$ cat src/rtl/io_cmd_sequencer.sv
`default_nettype none
// ============================================================================
// Module   : io_cmd_sequencer
// Brief    : Issues decoded commands to the IO module, waits for completion
//            and streams the ASCII response line over a valid/ready byte port.
//            Optional IO timeout is enabled by defining IO_CMD_TIMEOUT_EN.
// Revision : 1.0 - initial release
// ============================================================================
module io_cmd_sequencer #(
    parameter int INPUT_DATA_SIZE    = 52,
    parameter int INSTRUCTION_SIZE   = 3,
    parameter int SIZE_WORD_REGISTER = 5,
    parameter int AUXILIAR_SIZE      = INPUT_DATA_SIZE - INSTRUCTION_SIZE - SIZE_WORD_REGISTER,
    parameter int IO_OUTPUT_SIZE     = 8,
    parameter int ARM_CYCLES         = 2,
    parameter int TIMEOUT_CYCLES     = 1024
) (
    input  logic                          clk,
    input  logic                          rst,
    input  logic [INPUT_DATA_SIZE-1:0]    control_value,
    input  logic                          valid_control_value,
    output logic                          control_ready,
    output logic [INSTRUCTION_SIZE-1:0]   instrucction,
    output logic [SIZE_WORD_REGISTER-1:0] register,
    output logic [AUXILIAR_SIZE-1:0]      auxiliar_register,
    output logic                          valid_instrucction,
    input  logic                          busy_io_module,
    input  logic [IO_OUTPUT_SIZE-1:0]     result_input_io,
    output logic [7:0]                    tx_data,
    output logic                          tx_valid,
    input  logic                          tx_ready,
    output logic [7:0]                    reject_count
);

    localparam logic [2:0] c_ST_IDLE  = 3'd0;
    localparam logic [2:0] c_ST_ISSUE = 3'd1;
    localparam logic [2:0] c_ST_ARM   = 3'd2;
    localparam logic [2:0] c_ST_WAIT  = 3'd3;
    localparam logic [2:0] c_ST_SEND  = 3'd4;

    localparam logic [2:0] c_RSP_OK  = 3'd0;
    localparam logic [2:0] c_RSP_HEX = 3'd1;
    localparam logic [2:0] c_RSP_BIT = 3'd2;
    localparam logic [2:0] c_RSP_TO  = 3'd3;
    localparam logic [2:0] c_RSP_BSY = 3'd4;

    localparam int                 c_HEX_DIGITS = IO_OUTPUT_SIZE / 4;
    localparam int                 c_ARM_W      = (ARM_CYCLES > 1) ? $clog2(ARM_CYCLES) : 1;
    localparam logic [c_ARM_W-1:0] c_ARM_LAST   = c_ARM_W'(ARM_CYCLES - 1);

    // Empty on legal configurations; present so bad parameter sets stand out in elaboration logs.
    if (TIMEOUT_CYCLES < 1 || ARM_CYCLES < 1 || (IO_OUTPUT_SIZE % 4) != 0) begin : g_param_guard_invalid
    end

    logic [2:0]                    r_state;
    logic                          r_control_ready;
    logic [INSTRUCTION_SIZE-1:0]   r_instr;
    logic [SIZE_WORD_REGISTER-1:0] r_register;
    logic [AUXILIAR_SIZE-1:0]      r_aux;
    logic                          r_valid_instr;
    logic [c_ARM_W-1:0]            r_arm_cnt;
    logic [IO_OUTPUT_SIZE-1:0]     r_result;
    logic [2:0]                    r_kind;
    logic [3:0]                    r_idx;
    logic [7:0]                    r_tx_data;
    logic                          r_tx_valid;
    logic                          r_valid_q;
    logic                          r_bsy_pending;
    logic [7:0]                    r_reject_count;
    logic [2:0]                    w_op;
    logic [2:0]                    w_kind;
    logic                          w_reject;

`ifdef IO_CMD_TIMEOUT_EN
    localparam int                c_TO_W    = (TIMEOUT_CYCLES > 1) ? $clog2(TIMEOUT_CYCLES) : 1;
    localparam logic [c_TO_W-1:0] c_TO_LAST = c_TO_W'(TIMEOUT_CYCLES - 1);
    logic [c_TO_W-1:0]            r_wait_cnt;
`endif

    function automatic logic [7:0] f_rsp_byte(input logic [2:0] kind, input logic [3:0] idx,
                                              input logic [IO_OUTPUT_SIZE-1:0] res);
        logic [7:0]                b;
        logic [IO_OUTPUT_SIZE-1:0] sh;
        logic [3:0]                nib;
        b   = 8'h00;
        sh  = '0;
        nib = 4'h0;
        case (kind)
            c_RSP_OK:  b = (idx == 4'd0) ? 8'h4F : (idx == 4'd1) ? 8'h4B : (idx == 4'd2) ? 8'h0D : 8'h0A;
            c_RSP_BIT: b = (idx == 4'd0) ? 8'h20 : (idx == 4'd1) ? (res[0] ? 8'h31 : 8'h30) :
                           (idx == 4'd2) ? 8'h0D : 8'h0A;
            c_RSP_TO:  b = (idx == 4'd0) ? 8'h54 : (idx == 4'd1) ? 8'h4F : (idx == 4'd2) ? 8'h0D : 8'h0A;
            c_RSP_BSY: b = (idx == 4'd0) ? 8'h42 : (idx == 4'd1) ? 8'h53 : (idx == 4'd2) ? 8'h59 :
                           (idx == 4'd3) ? 8'h0D : 8'h0A;
            default: begin
                if (int'(idx) < c_HEX_DIGITS) begin
                    sh  = res >> (4 * (c_HEX_DIGITS - 1 - int'(idx)));
                    nib = sh[3:0];
                    b   = (nib < 4'd10) ? {4'h3, nib} : (8'h37 + {4'h0, nib});
                end else begin
                    b = (int'(idx) == c_HEX_DIGITS) ? 8'h0D : 8'h0A;
                end
            end
        endcase
        return b;
    endfunction

    function automatic logic [3:0] f_rsp_last(input logic [2:0] kind);
        logic [3:0] last;
        case (kind)
            c_RSP_HEX: last = 4'(c_HEX_DIGITS + 1);
            c_RSP_BSY: last = 4'd4;
            default:   last = 4'd3;
        endcase
        return last;
    endfunction

    assign w_op = r_instr[INSTRUCTION_SIZE-1 -: 3];

    always_comb begin
        w_kind = c_RSP_BIT;
        if (!w_op[2] || w_op == 3'b111) begin
            w_kind = c_RSP_OK;
        end else if (w_op == 3'b110) begin
            w_kind = c_RSP_HEX;
        end
    end

    // One reject per run of valid cycles while the sequencer is occupied.
    assign w_reject = valid_control_value & ~r_control_ready & ~r_valid_q;

    always_ff @(posedge clk) begin
        if (rst) begin
            r_state         <= c_ST_IDLE;
            r_control_ready <= 1'b1;
            r_instr         <= '0;
            r_register      <= '0;
            r_aux           <= '0;
            r_valid_instr   <= 1'b0;
            r_arm_cnt       <= '0;
            r_result        <= '0;
            r_kind          <= c_RSP_OK;
            r_idx           <= 4'd0;
            r_tx_data       <= 8'h00;
            r_tx_valid      <= 1'b0;
            r_valid_q       <= 1'b0;
            r_bsy_pending   <= 1'b0;
            r_reject_count  <= 8'h00;
`ifdef IO_CMD_TIMEOUT_EN
            r_wait_cnt      <= '0;
`endif
        end else begin
            r_valid_q     <= valid_control_value;
            r_valid_instr <= 1'b0;
            case (r_state)
                c_ST_IDLE: begin
                    if (valid_control_value) begin
                        r_instr         <= control_value[INPUT_DATA_SIZE-1 -: INSTRUCTION_SIZE];
                        r_register      <= control_value[INPUT_DATA_SIZE-INSTRUCTION_SIZE-1 -: SIZE_WORD_REGISTER];
                        r_aux           <= control_value[AUXILIAR_SIZE-1:0];
                        r_control_ready <= 1'b0;
                        r_valid_instr   <= 1'b1;
                        r_state         <= c_ST_ISSUE;
                    end
                end
                c_ST_ISSUE: begin
                    r_arm_cnt <= '0;
                    r_state   <= c_ST_ARM;
                end
                c_ST_ARM: begin
                    if (r_arm_cnt == c_ARM_LAST) begin
`ifdef IO_CMD_TIMEOUT_EN
                        r_wait_cnt <= '0;
`endif
                        r_state <= c_ST_WAIT;
                    end else begin
                        r_arm_cnt <= r_arm_cnt + 1'b1;
                    end
                end
                c_ST_WAIT: begin
                    if (!busy_io_module) begin
                        r_result   <= result_input_io;
                        r_kind     <= w_kind;
                        r_idx      <= 4'd0;
                        r_tx_data  <= f_rsp_byte(w_kind, 4'd0, result_input_io);
                        r_tx_valid <= 1'b1;
                        r_state    <= c_ST_SEND;
                    end
`ifdef IO_CMD_TIMEOUT_EN
                    else if (r_wait_cnt == c_TO_LAST) begin
                        r_kind     <= c_RSP_TO;
                        r_idx      <= 4'd0;
                        r_tx_data  <= f_rsp_byte(c_RSP_TO, 4'd0, r_result);
                        r_tx_valid <= 1'b1;
                        r_state    <= c_ST_SEND;
                    end else begin
                        r_wait_cnt <= r_wait_cnt + 1'b1;
                    end
`endif
                end
                c_ST_SEND: begin
                    if (tx_ready) begin
                        if (r_idx == f_rsp_last(r_kind)) begin
                            if (r_bsy_pending) begin
                                r_bsy_pending <= 1'b0;
                                r_kind        <= c_RSP_BSY;
                                r_idx         <= 4'd0;
                                r_tx_data     <= f_rsp_byte(c_RSP_BSY, 4'd0, r_result);
                            end else begin
                                r_tx_valid      <= 1'b0;
                                r_control_ready <= 1'b1;
                                r_state         <= c_ST_IDLE;
                            end
                        end else begin
                            r_idx     <= r_idx + 4'd1;
                            r_tx_data <= f_rsp_byte(r_kind, r_idx + 4'd1, r_result);
                        end
                    end
                end
                default: begin
                    r_tx_valid      <= 1'b0;
                    r_control_ready <= 1'b1;
                    r_state         <= c_ST_IDLE;
                end
            endcase
            // A reject in the same cycle as the BSY hand-off must not be lost.
            if (w_reject) begin
                r_bsy_pending <= 1'b1;
                if (r_reject_count != 8'hFF) begin
                    r_reject_count <= r_reject_count + 8'd1;
                end
            end
        end
    end

    assign control_ready      = r_control_ready;
    assign instrucction       = r_instr;
    assign register           = r_register;
    assign auxiliar_register  = r_aux;
    assign valid_instrucction = r_valid_instr;
    assign tx_data            = r_tx_data;
    assign tx_valid           = r_tx_valid;
    assign reject_count       = r_reject_count;

endmodule
`default_nettype wire

$ cat config.mk
export PLATFORM = sky130hd
export DESIGN_NAME = io_cmd_sequencer
export DESIGN_NICKNAME = d
export VERILOG_FILES = /design/src/rtl/io_cmd_sequencer.sv
export SDC_FILE = /design/constraint.sdc
export NUM_CORES = 1
export LEC_CHECK = 0
export CORE_MARGIN = 10
export CORE_UTILIZATION = 51
export DETAILED_ROUTE_END_ITERATION = 12
export HOLD_SLACK_MARGIN = 0.15
export PLACE_DENSITY = 0.86
export SKIP_LAST_GASP = 1
export SYNTH_ARGS = -nofsm -noshare
export SYNTH_HDL_FRONTEND = slang
export SYNTH_SLANG_ARGS = --single-unit
$ cat constraint.sdc
create_clock -name clk -period 8.3 [get_ports clk]
set_input_delay 1.245 -clock clk [delete_from_list [all_inputs] [get_ports clk]]
set_output_delay 1.245 -clock clk [all_outputs]
set_load 0.05 [all_outputs]
# --- Word-level counts from Yosys, hierarchy flattened ---
# Cells that the tools add are included.
word_totals:
  ff_bits: 92
  inputBits: 65
  out_inout_bits: 71
  elab_cells: 145
op_classes:
  add_sub_neg: 6
  n_lt_le_gt_ge: 3
  eq_ne: 26
  shift: 1
  n_mux: 63
  n_bitwise: 8
  reduce_logical: 23
op_table:
  columns: ["cell", "n"]
  rows:
  - ["2-to-1 mux 8 bit", 8]
  - ["2-to-1 mux 7 bit", 8]
  - ["2-to-1 mux 3 bit", 15]
  - ["case mux 8 bit (4 select lines)", 1]
  - [">> shifter 8 x 32 -> 4 bit", 1]
  - ["2-to-1 mux 4 bit", 7]
  - ["case mux 7 bit (4 select lines)", 1]
  - ["== test 3 x 2 -> 1 bit, second input constant", 6]
  - ["case mux 8 bit (2 select lines)", 1]
  - ["== test 3 bit, second input constant", 5]
  - ["2-to-1 mux 1 bit", 15]
  - ["case mux 3 bit (5 select lines)", 1]
  - ["AND reduction 5 bit", 3]
  - ["adder 6 x 4 -> 7 bit, first input constant", 2]
  - ["inequality test 2 bit, second input constant", 7]
  - ["nonzero test 2 bit", 5]
  - ["logical NOT 3 bit", 3]
  - ["adder 8 x 1 -> 8 bit, second input constant", 1]
  - ["== test 4 x 2 -> 1 bit, second input constant", 2]
  - ["less-than comparator 4 bit, second input constant", 2]
  - ["inequality test 8 bit, second input constant", 1]
  - ["case mux 4 bit (2 select lines)", 1]
  - ["inverter 1 bit", 6]
  - ["case mux 1 bit (3 select lines)", 2]
  - ["other kinds (22)", 26]

# --- Logic depth before layout (Yosys ltp) ---
logic_depth:
  ltp_word: 10
  depth_mapped: 15

# --- Worst setup path after synthesis ---
# Ideal clock, no wire load.
synth_path:
  path_type: "reg-to-reg"
  start: "reg r_idx[0]"
  end: "reg r_tx_data[6] (netlist: tx_data[6])"
  t_arrival_ns: 3.078
  t_required_ns: 8.204
  path_slack_ns: 5.127
  path_stages_with_launch: 16
  synth_period_minus_slack_ns: 3.173
  path_cell_list: "dfxtp_1 -> buf_4 -> inv_1 -> ha_1 -> clkbuf_2 -> inv_1 -> a21oi_1 -> ha_1 -> or3_1 -> ha_1 -> inv_1 -> a21oi_1 -> a211o_1 -> o41ai_1 -> a211oi_1 -> o41ai_2"
synth_between:
  elab_chain_cells: 10
  elab_cells_between_ends: 26
  cone_classes: "add/sub: 3; order compare: 2; eq/ne: 4; shift: 1; mux: 14; reduce/logical: 2"
synth_lines:
  columns: ["element", "line_no", "text"]
  rows:
  - ["start, declared", "64", "logic [3:0] r_idx;"]
  - ["start signal, assigned", "215", "r_idx <= r_idx + 4'd1;"]
  - ["adder 4 x 1 -> 4 bit", "216", "r_tx_data <= f_rsp_byte(r_kind, r_idx + 4'd1, r_result);"]
  - ["subtractor 1 x 4 -> 5 bit", "97", "sh = res >> (4 * (c_HEX_DIGITS - 1 - int'(idx)));"]
  - [">> shifter 8 x 32 -> 4 bit", "97", null]
  - ["adder 6 x 4 -> 7 bit or less-than comparator 4 bit (tied branches)", "99", "b = (nib < 4'd10) ? {4'h3, nib} : (8'h37 + {4'h0, nib});"]
  - ["2-to-1 mux 7 bit", "99", null]
  - ["2-to-1 mux 7 bit", "96", "if (int'(idx) < c_HEX_DIGITS) begin"]
  - ["case mux 8 bit (4 select lines)", "88", "case (kind)"]
  - ["2-to-1 mux 8 bit", "203", "if (r_idx == f_rsp_last(r_kind)) begin"]
  - ["2-to-1 mux 8 bit", "202", "if (tx_ready) begin"]
  - ["case mux 8 bit (2 select lines)", "155", "case (r_state)"]
  - ["end signal, assigned", "185", "r_tx_data <= f_rsp_byte(w_kind, 4'd0, result_input_io);"]
  - ["end signal, assigned", "208", "r_tx_data <= f_rsp_byte(c_RSP_BSY, 4'd0, r_result);"]
  - ["end signal, assigned", "216", null]
  - ["end, declared", "65", "logic [7:0] r_tx_data;"]
# Several ways; a longest one is shown, not always the timed one. The select of a mux whose other input is x is not followed.
# A chain may end at the register's enable or synchronous reset.

# --- Worst setup path in the final report ---
# Same ends and word-level chain as after synthesis.

==> flow_summary.yaml <==
critical_path:
  critical-path-slowest-cell: "dfxtp_1"
  cp.arrival_ns: 4.26
  end_kind: "flip-flop"
  slowest_delay_ns: 0.91
  critPathLaunchType: "flip-flop"
  critPathRequiredTime_ns: 8.57
  path_max_fanout: 24
  cp_cell_sequence: "inv_1 > ha_1 > inv_1 > a21oi_1 > ha_1 > or3_1 > ha_1 > inv_1 > a211oi_1 > a211o_1 > o41ai_1 > a211oi_1 > o41ai_2"
  path_class: "flip-flop to flip-flop"
  r2r.worst_path.cells: 13
clocking:
  post_cts_buffers: 0
  cts_made_buffers: 9
  cts-root-buf: "clkbuf_8"
  htree_levels: 3
  clockBufferDepth: 2
  clk_latency_ns: 0.37
  cts_tree: "built"
  cts.clk_slew.worst_paths_ns: 0.11
  hold_buffers: 0
  cts_resized: 0
  clock-sinks: 91
sta:
  tightest_slew_ns: 1.02
  relSlewSlack_pct: 32.2
  min_period_over_period_pct: 48.1
  finalSetupViolCount: 0
  skew_ns: 0.0131
  period_minus_slack_ns: 3.99
  grt_setup_unrepaired: "false"
  final_hold_viol_count: 0
  setup_tns_ns: 0
  fmax_mhz: 251
  slew_viol_final: 0
floorplan:
  die_h_um: 114
  io_pins: 136
  die_w_um: 114
  initial_core_util_pct: 52.1
  dieArea_sq_mm: 0.0130
  rows: 34
  core-area_sq_mm: 0.00864
drt:
  drc: 0
  first_iter_violations: 341
  wirelength_um: 14100
  ant_nets: 0
  vias_per_cell: 5.59
  dr_total_vias: 4541
  avgRoutedWirePerCell_um: 17.4
  firstDrtPassIters: 5
grt:
  antenna_found_initial: 0
  grt_pass1_vias: 4473
  met1_usage_pct: 23.0
  grt_pass1_wl_um: 22100
  gr-total-overflow: 0
  busiest_layer: "met2"
  met3_usage_pct: 9.13
  track_usage_pct: 20.8
  gr-usage-met2_pct: 34.6
  grt_max_degree: 59
worst_hold_path:
  hold_class: "flip-flop to flip-flop"
  min_delay_path_depth: 2
finish:
  fin_cells: 813
  final_util_pct: 69.7
  antennaDiodeCount: 0
  syn_to_final_growth_pct: 33.7
  layout.nets: 775
  fillers: 700
  drive_gt1_share_pct: 5.53
synthesis:
  yosysSeqAreaShare_pct: 40.5
  yosys.cell_types.count: 69
  ys_async_sr_fraction_pct: 0
  yosys_most_used_dff: "dfxtp_1"
  ys_ff_latch: 91
  synthTopCellsByArea: "dfxtp_1 40%, nand2_1 12%, a21oi_1 9.9%"
  ys.warnings.count: 0
  syn_inst: 590
  synth-edff-count: 0
  synth_top_cell_area_share_pct: 40.5
  synth_common_cells: "143 x nand2_1, 91 x dfxtp_1, 89 x a21oi_1"
  yosys.area.top_type: "dfxtp_1"
  syn_area_per_cell_sq_um: 7.63
  synthesis.nets: 665
  yosysMostFrequentCell: "nand2_1"
  netlist_area_sq_mm: 0.00450
placement:
  gp_congestion: 0.924
  port_buffers: 134
  placedCellCount: 797
  hpwl_um: 10600
power:
  ir_drop_uv: 148
  p_per_area_mw_per_mm2: 229
  p_leak_nw: 2.17
run:
  maxCapViolCount: 0
status:
  outcome: "completed"
-- stage by stage --
stage | total power [mW] | instance area (sq um) | hold slack, ns | setup slack [ns]
CTS | 1.39 | 6020 | 0.463 | 4.31
floorplan | 0.909 | 4500 | 0.436 | 5.13
global route | 1.45 | 6020 | 0.480 | 3.95
finish | 1.38 | 6020 | 0.458 | 4.31
global placement | 1.08 | 5830 | 0.440 | 4.54
detailed placement | 1.09 | 5830 | 0.448 | 4.34
-- area by class of cell --
| type | instances | area (sq um) | area share [%] |
|---|---|---|---|
| Timing Repair Buffer | 137 | 1360 | 22.6 |
| Multi-Input combinational cell | 443 | 2440 | 40.6 |
| Sequential cell | 91 | 1820 | 30.3 |
| Clock inverter | 7 | 71.3 | 1.18 |
| Tap cell | 108 | 135 | 2.24 |
| Clock buffer | 9 | 124 | 2.06 |
| Inverter | 18 | 67.6 | 1.12 |
-- state kept, by name, summed over array words and instances (netlist names), 4 cells and up --
signal,flops
tx_data,7
r_result,8
reject_count,8
r_idx,4
auxiliar_register,44
register,5
-- worst paths after layout --
path                   startpoint              endpoint  slack (ns)
max                      r_idx[0]            tx_data[6]        4.31
min          auxiliar_register[6]  auxiliar_register[6]        0.46
max reg2reg              r_idx[0]            tx_data[6]        4.31
min reg2reg  auxiliar_register[6]  auxiliar_register[6]        0.46
-- cells in the final DEF (no fill, tap or decap), drive strengths merged, types with 3 or more instances in the layout --
cell type / n
and3: 3
xor2: 4
mux2i: 6
clkbuf: 9
a21oi: 90
clkdlybuf4s50: 133
nor2: 54
nand3: 11
a21o: 5
dfxtp: 91
and2: 4
a211oi: 6
o211ai: 4
o31ai: 4
nand4b: 3
o21ai: 20
o32ai: 3
inv: 21
ha: 10
nand2: 143
nand2b: 3
buf: 4
or3: 4
nor3b: 3
nand4: 6
nor2b: 4
nor3: 9
xnor2: 7
-- metal layers --
metal  routed length, um  part of all wire (%)
met2                6930                    49
met1                5490                    39
met5                   0                     0
met4                 244                   1.7
met3                1470                    10
-- critical path: cells and delay by family (launching register included) --
| kind | cells | cell delay (ns) |
|---|---|---|
| buffers and inverters | 3 | 0.36 |
| adders and majority gates | 3 | 1.00 |
| AOI/OAI and AO/OA | 6 | 1.22 |
| DFF | 1 | 0.91 |
| and+or+nand+nor | 1 | 0.40 |
-- cells by family (layout without fill, tap and decap cells) --
group | count (synthesis) | in the layout | synth area share [%]
buf+inv | 56 | 171 | 5.50
mux | 8 | 8 | 1.92
fa+ha+maj | 10 | 10 | 2.78
flops | 91 | 91 | 40.5
compound gates | 153 | 153 | 20.5
simple gates | 260 | 260 | 26.7
other cells | 1 | 1 | 0.0833
xor+xnor | 11 | 11 | 2.14
-- power breakdown --
group	total, mW	internal [mW]	switching (mW)
Sequential	0.540	0.497	0.0433
Clock	0.299	0.117	0.182
Combinational	0.538	0.178	0.359
Note: power is estimated with default switching activity, not from simulation.
